==> src/rtl/imm_pkg.sv <==
// Shared types and constants for the immediate-decode stage.
package imm_pkg;

  typedef enum logic [2:0] {
    IMM_NONE = 3'd0,
    IMM_I    = 3'd1,
    IMM_S    = 3'd2,
    IMM_B    = 3'd3,
    IMM_J    = 3'd4,
    IMM_U    = 3'd5,
    IMM_SH   = 3'd6,
    IMM_V    = 3'd7
  } imm_fmt_e;

  localparam logic [6:0] OPC_LOAD    = 7'b0000011;
  localparam logic [6:0] OPC_OPIMM   = 7'b0010011;
  localparam logic [6:0] OPC_OPIMM32 = 7'b0011011;
  localparam logic [6:0] OPC_JALR    = 7'b1100111;
  localparam logic [6:0] OPC_STORE   = 7'b0100011;
  localparam logic [6:0] OPC_BRANCH  = 7'b1100011;
  localparam logic [6:0] OPC_JAL     = 7'b1101111;
  localparam logic [6:0] OPC_LUI     = 7'b0110111;
  localparam logic [6:0] OPC_AUIPC   = 7'b0010111;
  localparam logic [6:0] OPC_OPV     = 7'b1010111;

  localparam logic [2:0] FUNCT3_OPIVI = 3'b011;
  localparam logic [2:0] FUNCT3_SLLI  = 3'b001;
  localparam logic [2:0] FUNCT3_SRXI  = 3'b101;

  // Shift-immediate encodings share the OP-IMM opcodes; funct3 tells them apart.
  function automatic logic is_shift_f3(input logic [2:0] f3);
    return (f3 == FUNCT3_SLLI) || (f3 == FUNCT3_SRXI);
  endfunction

endpackage

==> src/rtl/imm_decode_comb.sv <==
// Combinational immediate classifier/extender plus PC-relative target adder.
module imm_decode_comb
  import imm_pkg::*;
#(
  parameter int XLEN   = 32,
  parameter bit VEC_EN = 1'b1
) (
  input  logic [31:0]     instr_i,
  input  logic [XLEN-1:0] pc_i,
  output logic [XLEN-1:0] imm_o,
  output imm_fmt_e        fmt_o,
  output logic [XLEN-1:0] target_o
);

  // Sign-extend the low w bits of v to XLEN (w in 1..32).
  function automatic logic [XLEN-1:0] sext(input logic [31:0] v, input int w);
    logic signed [31:0] s;
    s = $signed(v << (32 - w)) >>> (32 - w);
    return XLEN'(s);
  endfunction

  logic [6:0] opc;
  logic [2:0] f3;
  logic       is_sh;

  assign opc   = instr_i[6:0];
  assign f3    = instr_i[14:12];
  assign is_sh = is_shift_f3(f3);

  always_comb begin
    fmt_o = IMM_NONE;
    imm_o = '0;
    case (opc)
      OPC_LOAD, OPC_JALR: begin
        fmt_o = IMM_I;
        imm_o = sext({20'b0, instr_i[31:20]}, 12);
      end
      OPC_OPIMM: begin
        if (is_sh) begin
          fmt_o = IMM_SH;
          imm_o = (XLEN == 64) ? XLEN'(instr_i[25:20]) : XLEN'(instr_i[24:20]);
        end else begin
          fmt_o = IMM_I;
          imm_o = sext({20'b0, instr_i[31:20]}, 12);
        end
      end
      OPC_OPIMM32: begin
        // Word ops only exist on RV64; on RV32 this opcode is unused.
        if (XLEN == 64) begin
          if (is_sh) begin
            fmt_o = IMM_SH;
            imm_o = XLEN'(instr_i[24:20]);
          end else begin
            fmt_o = IMM_I;
            imm_o = sext({20'b0, instr_i[31:20]}, 12);
          end
        end
      end
      OPC_STORE: begin
        fmt_o = IMM_S;
        imm_o = sext({20'b0, instr_i[31:25], instr_i[11:7]}, 12);
      end
      OPC_BRANCH: begin
        fmt_o = IMM_B;
        imm_o = sext({19'b0, instr_i[31], instr_i[7], instr_i[30:25],
                      instr_i[11:8], 1'b0}, 13);
      end
      OPC_JAL: begin
        fmt_o = IMM_J;
        imm_o = sext({11'b0, instr_i[31], instr_i[19:12], instr_i[20],
                      instr_i[30:21], 1'b0}, 21);
      end
      OPC_LUI, OPC_AUIPC: begin
        fmt_o = IMM_U;
        imm_o = sext({instr_i[31:12], 12'b0}, 32);
      end
      OPC_OPV: begin
        if (VEC_EN && (f3 == FUNCT3_OPIVI)) begin
          fmt_o = IMM_V;
          imm_o = sext({27'b0, instr_i[19:15]}, 5);
        end
      end
      default: ;
    endcase
  end

  assign target_o = pc_i + imm_o;

endmodule

==> src/rtl/imm_decode_stage.sv <==
// Registered immediate-decode stage: decode on the input side, then a
// two-entry skid buffer (output reg O, skid reg K) decoupling both handshakes.
module imm_decode_stage
  import imm_pkg::*;
#(
  parameter int XLEN   = 32,
  parameter bit VEC_EN = 1'b1
) (
  input  logic            clk,
  input  logic            rst_n,
  input  logic            in_valid,
  output logic            in_ready,
  input  logic [31:0]     in_instr,
  input  logic [XLEN-1:0] in_pc,
  output logic            out_valid,
  input  logic            out_ready,
  output logic [XLEN-1:0] out_imm,
  output logic [2:0]      out_fmt,
  output logic [XLEN-1:0] out_target
);

  typedef struct packed {
    logic [XLEN-1:0] imm;
    imm_fmt_e        fmt;
    logic [XLEN-1:0] target;
  } ent_t;

  localparam ent_t ENT_RST = '{imm: '0, fmt: IMM_NONE, target: '0};

  logic [XLEN-1:0] dec_imm, dec_target;
  imm_fmt_e        dec_fmt;
  ent_t            dec;

  ent_t o_q, o_d, k_q, k_d;
  logic o_vld_q, o_vld_d;
  logic k_vld_q, k_vld_d;
  logic rdy_q, rdy_d;
  logic acc, drn;

  imm_decode_comb #(
    .XLEN   (XLEN),
    .VEC_EN (VEC_EN)
  ) u_dec (
    .instr_i  (in_instr),
    .pc_i     (in_pc),
    .imm_o    (dec_imm),
    .fmt_o    (dec_fmt),
    .target_o (dec_target)
  );

  always_comb begin
    dec = '{imm: dec_imm, fmt: dec_fmt, target: dec_target};
  end

  assign acc = in_valid && rdy_q;
  assign drn = o_vld_q && out_ready;

  always_comb begin
    o_d     = o_q;
    o_vld_d = o_vld_q;
    k_d     = k_q;
    k_vld_d = k_vld_q;
    if (drn) begin
      if (k_vld_q) begin
        o_d     = k_q;
        o_vld_d = 1'b1;
        k_vld_d = 1'b0;
      end else begin
        o_vld_d = 1'b0;
      end
    end
    // in_ready is low whenever K is full, so accept+drain never collides with K->O.
    if (acc) begin
      if (!o_vld_q || drn) begin
        o_d     = dec;
        o_vld_d = 1'b1;
      end else begin
        k_d     = dec;
        k_vld_d = 1'b1;
      end
    end
    rdy_d = !k_vld_d;
  end

  always_ff @(posedge clk or negedge rst_n) begin
    if (!rst_n) begin
      o_q     <= ENT_RST;
      k_q     <= ENT_RST;
      o_vld_q <= 1'b0;
      k_vld_q <= 1'b0;
      rdy_q   <= 1'b1;
    end else begin
      o_q     <= o_d;
      k_q     <= k_d;
      o_vld_q <= o_vld_d;
      k_vld_q <= k_vld_d;
      rdy_q   <= rdy_d;
    end
  end

  assign in_ready   = rdy_q;
  assign out_valid  = o_vld_q;
  assign out_imm    = o_q.imm;
  assign out_fmt    = o_q.fmt;
  assign out_target = o_q.target;

endmodule

==> config.mk <==
export PLATFORM = sky130hd
export DESIGN_NAME = imm_decode_stage
export DESIGN_NICKNAME = d
export VERILOG_FILES = /design/src/rtl/imm_pkg.sv /design/src/rtl/imm_decode_comb.sv /design/src/rtl/imm_decode_stage.sv
export SDC_FILE = /design/constraint.sdc
export NUM_CORES = 1
export LEC_CHECK = 0
export ABC_AREA = 1
export BUFFER_PORTS_ARGS = -buffer_cell sky130_fd_sc_hd__buf_4
export CELL_PAD_IN_SITES_DETAIL_PLACEMENT = 1
export CELL_PAD_IN_SITES_GLOBAL_PLACEMENT = 2
export CORE_AREA = 2 2 190 192
export DETAILED_ROUTE_END_ITERATION = 16
export DIE_AREA = 0 0 192 194
export GPL_TIMING_DRIVEN = 0
export PLACE_DENSITY_LB_ADDON = 0.1
export SYNTH_ARGS = -nofsm -noshare
export SYNTH_HDL_FRONTEND = slang
export SYNTH_SLANG_ARGS = --single-unit
==> constraint.sdc <==
create_clock -name clk -period 1.78 [get_ports clk]
set_input_delay 0.178 -clock clk [delete_from_list [all_inputs] [get_ports clk]]
set_output_delay 0.178 -clock clk [all_outputs]
set_load 0.05 [all_outputs]
; ---- After elaboration in Yosys (flattened, before gate mapping)
; Cells that the tools add are included.
[word_totals]
register_bits = 137
out_inout_bits = 69
word_cells = 49
[op_classes]
addsub = 1
n_eq_ne = 12
muxes = 17
n_bitwise = 1
reduce_logical = 9
[ops]
columns = cell, n
row1 = $mux 67, 4
row2 = $pmux 32 s7, 1
row3 = $mux 32, 2
row4 = $add 32x32->32, 1
row5 = $eq 7x7->1 const B, 4
row6 = $pmux 3 s7, 1
row7 = $eq 7x5->1 const B, 2
row8 = $eq 7x6->1 const B, 2
row9 = $eq 7x2->1 const B, 1
row10 = $mux 1, 7
row11 = $mux 3, 2
row12 = $reduce_or 2->1, 2
row13 = $eq 3x1->1 const B, 1
row14 = $eq 3x2->1 const B, 1
row15 = $eq 3x3->1 const B, 1
row16 = $logic_and 1x1->1, 2
row17 = $logic_not 1->1, 2
row18 = $logic_or 1x1->1, 2
row19 = $reduce_and 2->1, 1
row20 = $not 1->1, 1

; ---- Longest topological paths before layout
[logic_depth]
word_depth = 7
ltp_mapped = 24
mapped_depth_nobuf = 24

; ---- By module
; Synthesis repeated with hierarchy kept, for this count alone.
[hier_totals]
hier_cells = 1451
area_unflattened_um2 = 9664.3
[by_module_without_submodules]
columns = module, n_inst, cells_each, area_per_inst_um2, seq_area_each_um2
row1 = imm_decode_stage, 1, 887, 6730.2, 3429.5
row2 = imm_decode_comb, 1, 564, 2934.1, 0.0

; ---- Worst setup path before layout
; Ideal clock, no wire load.
[synth_timing]
path_kind = input port to flip-flop
startpoint = in in_instr[1]
endpoint = reg o_q, in the netlist out_target[27]
arrival_time_ns = 2.463
required_ns = 1.667
path_slack_ns = -0.796
cell_stages = 21
path_cell_list = nand2_1 nor2_2 nand2_1 nand2_2 a21oi_4 nand3_4 a21oi_1 inv_1 ha_1 nand2_1 inv_1 nand2_1 nand2_1 a21oi_1 nor2_1 nor2_1 nand2_1 nand2_1 nand3_1 nand2_1 inv_1
[synth_lines]
columns = item, line_no
row1 = "start, declared", imm_decode_stage.sv:13  ; input logic [31:0] in_instr,
row2 = "end signal, assigned", imm_decode_stage.sv:87  ; o_q <= ENT_RST;
row3 = "end signal, assigned", imm_decode_stage.sv:93  ; o_q <= o_d;
row4 = "end, declared", imm_decode_stage.sv:34  ; ent_t o_q, o_d, k_q, k_d;

==> reports/metrics.csv <==
metric,value,unit
grt_pass1_wl,59.9,mm
clock.fmax,400,MHz
diodes,0,
async_flop_share,100,%
cts-root-buf,clkbuf_16,
rsz0062_at_grt,yes,
crit_chain,buf_12 -> inv_12 -> nand2_4 -> nor2_4 -> nand2_4 -> nand2_4 -> a21oi_4 -> nand3_4 -> a21oi_4 -> inv_2 -> ha_4 -> a21oi_4 -> o21ai_4 -> a21oi_4 -> nand2_8 -> buf_6 -> or2_4 -> nand3_2 -> o21ai_2,
relSlewSlack,37.4,%
synth-main-ff-cell,dfrtp_1,
grt_pass1_vias,9706,
fp.dieW,192,um
arrival,2840,ps
dp_hpwl,30.3,mm
fin_ws,-722,ps
yosysMostFrequentCell,nand2_1,
drcViolationCount,0,
overflow,0,
ys_ff_latch,137,
ioPinCount,137,
slowest_stage,ha_4,
cts_tree,yes,
p_per_area,1190,mW/mm^2
synthCells,1202,
place.gp.congestion,0.827,
cts_max_path_buffers,2,
startpoint,in_instr[2],
portBuffers,136,
nNetsFinal,1565,
skew,12.3,ps
crit_fanout,8,
rows,69,
min_period,2500,ps
cts_max_level,4,
reg2reg_from,out_valid,
syn_area_per_cell,7.22,sq um
clkLatencyLatePin,450,ps
die-area,0.0372,sq mm
fin_crit_sh,141,%
outcome,finished with violations,
hold_violations,0,
endpoint,out_target[14],
numCtsBuffers,17,
dp_slack,-1610,ps
initial_core_util,24.6,%
worstReg2RegEnd,out_target[27],
violations,negative setup slack,
layout-drive-gt1-share,50.1,%
antenna_found_initial,0,
reg2reg_depth,8,
ir_drop,1000,uV
track_usage,22.0,%
power.leakage,6.89,nW
syn_area,0.00868,sq mm
synth_nets,1302,
avgRoutedWirePerCell,20.8,um
setup_violations,79,
crit_cells,19,
fin_tns_setup,-32560,ps
ys_seq_area_share,39.5,%
cts.sinks,137,
synth_top_area_share,39.2,%
chipHeight,194,um
worst_slew_pin_slew,938,ps
routed_wirelength,40.4,mm
antenna_left,0,
drt_iter0_drc,338,
multi_input_area,0.00685,sq mm
viasPerCell,4.69,
cap_violations,0,
synth_edf_count,0,
num_vias,9088,
ys_top_cells_by_area,"dfrtp_1 (39%), nand2_1 (16%), o21ai_0 (7.7%), inv_1 (6.1%), ha_1 (4.5%)",
yosysWarnings,0,
grt_max_degree,80,
synthTopCellsByCount,"nand2_1 (367), inv_1 (141), dfrtp_1 (136), o21ai_0 (133), nor2_1 (75)",
end_kind,flop,
core_area,0.0352,sq mm
ff2ff_setup_slack,-460,ps
startpoint_type,primary input,
critPathBufInv,4,
drv_slew,0,
crit_top_cell,a21oi_4,
hp-class,in2reg,
synth_cell_types,45,
seqCellArea,0.00343,sq mm
nFillCells,4088,
yosysTopAreaCell,dfrtp_1,
first_pass_iters,4,
path_delay_family,compound AO/OA/AOI/OAI gates,
slowest_delay,290,ps
worst-endpoint-required,2110,ps
path_clk_slew,60,ps
area_growth,66.0,%
crit_type,in2reg,
## registers in the layout (all words and copies together), names as in the netlist
| signal | cells |
|---|---|
| out_target | 32 |
| in_ready | 1 |
| out_fmt | 3 |
| out_imm | 32 |
| k_vld_q | 1 |
| out_valid | 1 |
| k_q | 67 |
## area by class of cell
cell class	instances	area share, %
timing repair buffer	244	14.5
sequential	137	23.8
buffer	42	1.85
clock buffer	20	3.10
tap	461	4.00
clock inverter	12	1.04
inverter	145	4.14
multi-input combinational	878	47.6
## repair_timing
| action | CTS | global route |
|---|---|---|
| gates resized for setup | 381 | 146 |
| setup endpoints to repair | 135 | 124 |
| pin swaps | 107 | 113 |
| endpoints found under the hold margin | 58 | 0 |
| hold buffers | 1 | 0 |
| buffers inserted | 89 | 27 |
| cloned | 1 | 0 |
## cells by family (layout without fill, tap and decap cells)
group | after synthesis | count (layout) | share of synthesized area (%)
compound gates | 247 | 247 | 16.3
xor+xnor | 11 | 11 | 1.11
fa+ha+maj | 32 | 32 | 4.70
buf+inv | 187 | 463 | 8.31
flops | 137 | 137 | 39.5
mux | 4 | 4 | 0.476
simple gates | 584 | 584 | 29.6
## layout by cell type (no fill, tap or decap), drive strengths merged, types with 3 or more instances in the layout
master and count:
a21o 3, a21oi 44, buf 251, bufinv 3, clkbuf 54, clkinv 7, clkinvlp 3, dfrtp 136
ha 31, inv 144, mux2i 3, nand2 375, nand3 68, nand3b 8, nand4 6, nor2 88
nor3 7, o211ai 26, o21ai 158, o21bai 5, o22ai 3, or2 30, xnor2 10
## power breakdown
part,leakage (nW),switching (mW),total [mW],internal (mW)
clock,0.286,1.47,3.70,2.23
sequential,1.74,0.634,4.91,4.28
combinational,4.86,5.77,8.49,2.72
## through the flow
stage,area (sq um),power (mW),cells,hold slack (ps),util (%)
global placement,10900,12.6,1799,447,31.0
global route,14400,18.1,1939,40.4,40.9
CTS,13700,17.0,1919,20.8,38.9
detailed placement,11000,12.7,1800,207,31.1
finish,14400,17.1,1939,36.1,40.9
floorplan,9330,9.87,1202,-118,-
## worst min path at each step
| stage | to | startpoint | slack, ps | depth (start not counted) |
|---|---|---|---|---|
| 2_1_floorplan | k_q[0] | rst_n | -120 | 0 |
| 3_3_place_gp | in_ready | k_vld_q | 450 | 1 |
| 3_5_place_dp | out_imm[15] | rst_n | 210 | 1 |
| 4_1_cts | in_ready | out_ready | 20 | 3 |
| 5_1_grt | in_ready | out_ready | 40 | 3 |
| 6_report | in_ready | out_ready | 40 | 3 |
## tightest hold or removal path, delay by kind of cell
kind,cells,cell delay [ps]
buffers and inverters,1,120
AOI/OAI and AO/OA,1,90
and+or+nand+nor,1,70
## metal layers
metal / vias up / global-route usage, % / wire, um
met2: 134 / 35.0 / 18800
met5: - / 0 / 0
met3: 44 / 3.29 / 1060
li1: 4428 / - / -
met1: 4482 / 30.4 / 19300
met4: 0 / 7.38 / 1150
No activity file was read; power rests on OpenSTA's default activity.
